**src/rtl/writeback_arbiter.sv**
```systemverilog
// Register-file writeback arbiter: merges the main pipeline with a buffered
// long-latency result stream, with anti-starvation priority for the FIFO head.
module writeback_arbiter #(
    parameter int FIFO_DEPTH   = 2,
    parameter int STARVE_LIMIT = 4
) (
    input  logic        clk,
    input  logic        rst,
    input  logic        PipeValid,
    input  logic        PipeRegWrite,
    input  logic [4:0]  PipeRd,
    input  logic [31:0] PipeData,
    output logic        PipeAccept,
    input  logic        LongValid,
    input  logic [4:0]  LongRd,
    input  logic [31:0] LongData,
    output logic        LongReady,
    output logic        RegWrite,
    output logic [4:0]  WriteAddr,
    output logic [31:0] WriteData,
    output logic [31:0] PendingMask
);

    localparam int PTR_W = $clog2(FIFO_DEPTH);
    localparam int CNT_W = PTR_W + 1;
    localparam int SW    = $clog2(STARVE_LIMIT + 1);

    logic [PTR_W-1:0] rd_ptr_q, rd_ptr_d, wr_ptr_q, wr_ptr_d;
    logic [CNT_W-1:0] count_q, count_d;
    logic [SW-1:0]    starve_cnt_q, starve_cnt_d;
    logic [4:0]       ent_rd_q   [FIFO_DEPTH];
    logic [4:0]       ent_rd_d   [FIFO_DEPTH];
    logic [31:0]      ent_data_q [FIFO_DEPTH];
    logic [31:0]      ent_data_d [FIFO_DEPTH];
    logic             reg_write_q, reg_write_d;
    logic [4:0]       write_addr_q, write_addr_d;
    logic [31:0]      write_data_q, write_data_d;
    logic [31:0]      pending_mask_q, pending_mask_d;

    logic             fifo_empty, fifo_full, starve_prio, pipe_wr;
    logic             long_acc, long_live, pop, push, bypass;
    logic [PTR_W-1:0] offset;

    always_comb begin
        fifo_empty  = (count_q == '0);
        fifo_full   = (count_q == CNT_W'(FIFO_DEPTH));
        starve_prio = !fifo_empty && (starve_cnt_q >= SW'(STARVE_LIMIT));
        pipe_wr     = PipeValid && PipeRegWrite && (PipeRd != 5'd0);
        PipeAccept  = PipeValid && !starve_prio;
        LongReady   = !fifo_full && !rst;
        long_acc    = LongValid && LongReady;
        long_live   = long_acc && (LongRd != 5'd0);

        reg_write_d  = 1'b0;
        write_addr_d = write_addr_q;
        write_data_d = write_data_q;
        pop          = 1'b0;
        bypass       = 1'b0;

        // Head drains whenever it is starving or the pipe has nothing to write.
        if (starve_prio || (!pipe_wr && !fifo_empty)) begin
            pop          = 1'b1;
            reg_write_d  = 1'b1;
            write_addr_d = ent_rd_q[rd_ptr_q];
            write_data_d = ent_data_q[rd_ptr_q];
        end else if (pipe_wr) begin
            reg_write_d  = 1'b1;
            write_addr_d = PipeRd;
            write_data_d = PipeData;
        end else if (long_live) begin
            bypass       = 1'b1;
            reg_write_d  = 1'b1;
            write_addr_d = LongRd;
            write_data_d = LongData;
        end
        push = long_live && !bypass;

        rd_ptr_d   = rd_ptr_q + PTR_W'(pop);
        wr_ptr_d   = wr_ptr_q + PTR_W'(push);
        count_d    = count_q + CNT_W'(push) - CNT_W'(pop);
        ent_rd_d   = ent_rd_q;
        ent_data_d = ent_data_q;
        if (push) begin
            ent_rd_d[wr_ptr_q]   = LongRd;
            ent_data_d[wr_ptr_q] = LongData;
        end

        if (pop) begin
            starve_cnt_d = '0;
        end else if (!fifo_empty) begin
            starve_cnt_d = starve_cnt_q + SW'(1);
        end else begin
            starve_cnt_d = starve_cnt_q;
        end

        // Rebuilt from the next FIFO contents so duplicates stay set until the last pops.
        pending_mask_d = '0;
        offset         = '0;
        for (int i = 0; i < FIFO_DEPTH; i++) begin
            offset = PTR_W'(i) - rd_ptr_d;
            if ({1'b0, offset} < count_d) begin
                pending_mask_d[ent_rd_d[i]] = 1'b1;
            end
        end
        pending_mask_d[0] = 1'b0;
    end

    always_ff @(posedge clk) begin
        if (rst) begin
            rd_ptr_q       <= '0;
            wr_ptr_q       <= '0;
            count_q        <= '0;
            starve_cnt_q   <= '0;
            reg_write_q    <= 1'b0;
            write_addr_q   <= '0;
            write_data_q   <= '0;
            pending_mask_q <= '0;
        end else begin
            rd_ptr_q       <= rd_ptr_d;
            wr_ptr_q       <= wr_ptr_d;
            count_q        <= count_d;
            starve_cnt_q   <= starve_cnt_d;
            reg_write_q    <= reg_write_d;
            write_addr_q   <= write_addr_d;
            write_data_q   <= write_data_d;
            pending_mask_q <= pending_mask_d;
        end
    end

    always_ff @(posedge clk) begin
        ent_rd_q   <= ent_rd_d;
        ent_data_q <= ent_data_d;
    end

    assign RegWrite    = reg_write_q;
    assign WriteAddr   = write_addr_q;
    assign WriteData   = write_data_q;
    assign PendingMask = pending_mask_q;

endmodule

```
**config.mk**
```make
export PLATFORM = sky130hd
export DESIGN_NAME = writeback_arbiter
export DESIGN_NICKNAME = d
export VERILOG_FILES = /design/src/rtl/writeback_arbiter.sv
export SDC_FILE = /design/constraint.sdc
export NUM_CORES = 1
export LEC_CHECK = 0
export CAP_MARGIN = 20
export CORE_AREA = 2 2 126 128
export CTS_BUF_LIST = sky130_fd_sc_hd__clkbuf_16
export DETAILED_ROUTE_END_ITERATION = 6
export DIE_AREA = 0 0 128 130
export PLACE_DENSITY_LB_ADDON = 0.25
export SYNTH_ARGS = -nofsm -noshare
export SYNTH_HDL_FRONTEND = slang
export SYNTH_SLANG_ARGS = --single-unit
```
**constraint.sdc**
```tcl
create_clock -name clk -period 10 [get_ports clk]
set_clock_uncertainty 0.15 [all_clocks]
set_input_delay 2 -clock clk [delete_from_list [all_inputs] [get_ports clk]]
set_output_delay 2 -clock clk [all_outputs]
set_load 0.01 [all_outputs]
```
==> metrics.md <==
| Metric | Value |
|---|---|
| TritonCTS clock tree | done |
| Portion of total power attributed to combinational logic | 36.1% |
| Static Leak | 3.03 nW |
| Power share of the clock group | 26.4% |
| Gr usage total | 21.2% |
| Clock latency at the later pin of the worst-skew pair | 0.43 ns |
| Count of buffers from port buffering | 149 |
| CTS root buffer | sky130_fd_sc_hd__clkbuf_16 |
| Number of I/O pins | 151 |
| Fraction of registers with async set or reset after synthesis | 0% |
| Number of warnings reported in the yosys synthesis log | 0 |
| Vias after detailed routing | 5366 |
| Number of flops mapped to enable cells by yosys | 64 |
| Reg-to-reg startpoint | count_q[1]$_SDFF_PP0_ |
| Final Core Density | 57.7% |
| Req. time, crit path | 7.85 ns |
| Slack of the worst reg-to-reg path | 6.02 ns |
| Final critical path time including I/O delays and setup | 6.09 ns |
| Maximum number of pins on one net before global-route repair | 41 |
| Max-Slew Margin vs Limit | 31.9% |
| Critical path arrival | 3.94 ns |
| Drt via density | 5.84 |
| Path class of the lowest-slack min-delay path | flip-flop to flip-flop |
| Detail Placement HPWL | 12000 um |
| Hold Violations, Final | 0 |
| Filler cell count | 1300 |
| Area of the core | 15400 sq um |
| Share of layout cells above drive strength 1 | 9.22% |
| Setup violation total in the final timing report | 0 |
| Worst Min Path Start | WriteAddr[4]$_SDFFE_PP0P_ |
| Post-synthesis instance area | 6730 sq um |
| Startpoint type of the worst setup path | input port |
| Max Fanout on Critical Path | 21 |
| Die span in y | 130 um |
| Die span in x | 128 um |
| Net switching fraction of the power | 34.5% |
| Final critical-path share of the clock period | 60.9% |
| Ys flop type | sky130_fd_sc_hd__dfxtp_1 |
| Slew @ Worst Pin | 1.02 ns |
| Cts-stage hold buffer count | 0 |
| Highest clock frequency the design can meet | 164 MHz |
| End of the worst register-to-register path | PendingMask[10]$_SDFF_PP0_ |
| Synth Register Bits | 150 |
| GPL Wtd Cong | 0.945 |
| Internal Power | 1.51 mW |
| Cell depth of the worst hold path | 1 |
| Detailed-route DRC error count | 0 |
| Most frequent cells in the layout | 149 x sky130_fd_sc_hd__clkdlybuf4s50_1, 86 x sky130_fd_sc_hd__nand2_1, 85 x sky130_fd_sc_hd__dfxtp_1 |
| DRC marker count from the first detailed-route iteration | 449 |
| Post CTS Setup Buffer Count | 0 |
| Buffer levels on the longest clock path | 2 |
| Total grt overflow | 0 |
| Post-DRT Antenna Nets | 0 |
| Number of core rows | 46 |
| Net load switching power | 0.797 mW |
| Gate Count Post-Synth | 591 |
| Die Area | 16600 sq um |
| Max-cap check violation count | 0 |
| Routed len/inst | 18.9 um |
| Mapped Avg Cell Area | 11.4 sq um |
| Signed area change from the synthesized netlist to the final layout | 32.2% |
| Cell area power density | 259 nW/um^2 |
| Clock slew at reported path FFs | 0.06 ns |
| Post-synthesis cell type with the largest combined area | sky130_fd_sc_hd__edfxtp_1 |
| Antenna violations before repair | 0 |
| Commonest non-fill, non-tap cell in the layout | sky130_fd_sc_hd__clkdlybuf4s50_1 |
| Via count of the first global-routing pass | 5113 |
| Top area cells in the synthesized netlist | sky130_fd_sc_hd__edfxtp_1 29%, sky130_fd_sc_hd__dfxtp_1 26%, sky130_fd_sc_hd__mux2i_1 11% |
| Depth of the most critical reg-to-reg path | 11 |
| Clock H-tree levels | 4 |
| Post-Synthesis Net Count | 675 |
| Number of antenna cells inserted | 0 |
| Seq/Total Area, Yosys | 54.1% |
| Unique cell type count in the Yosys netlist | 51 |
| Unrepaired setup endpoints after global routing | false |
| CP Class | input port to output pin |
| Number of pins exceeding their max-slew limit in the final report | 0 |
| Number of detailed-routing iterations run before antenna repair | 5 |
| CP Capture Type | output pin |
| Routed Wire Length | 17300 um |
| Max VDD drop | 0.139 mV |
| # resized after CTS | 0 |
| Status | finished clean |
| Post-layout nets | 798 |
| First-pass GRT wire length | 27100 um |
| Initial cell density of the core | 43.7% |
| Num Clock Sinks | 150 |
| Aggregate negative setup slack | 0 ns |
| Flop pwr share | 37.4% |
| Endpoint, Worst Hold | WriteAddr[4]$_SDFFE_PP0P_ |
| Top-area cell type share of the netlist area | 28.5% |
| TritonCTS buffer count | 17 |
synthesized netlist by cell type (all sizes together) (2+ instances only):
master / n
xnor2: 4
inv: 9
clkbuf: 27
o21ai: 16
nor2: 10
a211oi: 2
a32o: 36
a31oi: 16
buf: 25
nand3b: 7
or2: 2
nor3: 6
or3b: 6
mux2: 9
and2: 2
nand3: 5
o22ai: 31
o211ai: 2
a21oi: 5
a311oi: 8
a31o: 2
nand2: 86
or3: 3
o32ai: 8
ha: 5
nor4: 24
nand2b: 3
dfxtp: 86
mux2i: 74
edfxtp: 64
kinds of logic (layout without fill, tap and decap cells):
kind of cell	after synthesis	in the layout	synth area share (%)
multiplexers	83	83	12.5
flip-flops	150	150	54.1
other	1	1	0.0557
XOR/XNOR	4	4	0.632
buffers and inverters	61	197	3.98
AO/OA/AOI/OAI	131	131	16.2
adder cells (fa/ha/maj)	5	5	0.929
AND/OR/NAND/NOR	156	156	11.6
layout make-up:
cell class,count,area [sq um],area share (%)
inverter,9,33.8,0.379
tap,192,240,2.70
multi-input combinational,380,2850,32.0
timing repair buffer,156,1570,17.6
clock buffer,17,425,4.78
clock inverter,15,139,1.56
sequential,150,3640,40.9
critical path: stages:
cell,delay [ns]
sky130_fd_sc_hd__clkdlybuf4s50_1,0.63
sky130_fd_sc_hd__inv_1,0.54
sky130_fd_sc_hd__and2_1,0.22
sky130_fd_sc_hd__clkdlybuf4s50_1,0.55
per-stage QoR:
step,std cells,power (mW),hold slack [ns],instance area (sq um),setup WS [ns]
floorplan,591,1.37,0.322,6730,4.83
global placement,885,1.67,0.301,8300,3.93
detailed placement,885,1.69,0.309,8300,3.71
CTS,917,2.30,0.322,8860,3.91
global route,919,2.42,0.327,8900,3.80
finish,919,2.31,0.318,8900,3.91
power groups by stage:
| stage | Clock, mW | Combinational, mW | Sequential (mW) |
|---|---|---|---|
| floorplan | 0 | 0.502 | 0.866 |
| finish | 0.611 | 0.835 | 0.864 |
| global route | 0.646 | 0.897 | 0.881 |
| CTS | 0.617 | 0.825 | 0.863 |
| global placement | 0 | 0.801 | 0.870 |
| detailed placement | 0 | 0.818 | 0.873 |
how the worst max path moves through the flow:
stage / from / endpoint / slack (ns) / cells after the start
after floorplan: rst / LongReady / 4.83 / 5
after global placement: rst / PendingMask[30]$_SDFF_PP0_ / 3.93 / 12
after detailed placement: rst / PendingMask[6]$_SDFF_PP0_ / 3.71 / 12
after CTS: rst / LongReady / 3.91 / 4
after global routing: rst / PendingMask[6]$_SDFF_PP0_ / 3.80 / 12
final: rst / LongReady / 3.91 / 4
flip-flops by register name (all words and copies together) (netlist names):
name	count
WriteData	32
count_q	2
WriteAddr	5
ent_data_q	64
PendingMask	31
RegWrite	1
ent_rd_q	10
starve_cnt_q	3
rd_ptr_q	1
wr_ptr_q	1
layer usage:
metal	global-route usage, %	share of wire (%)	vias to the layer above
li1	-	-	2517
met1	27.2	44	2578
met2	34.5	48	249
met3	5.74	7.0	22
met4	8.02	1.6	0
met5	0	0	-
(Power assumes the default switching activity.)
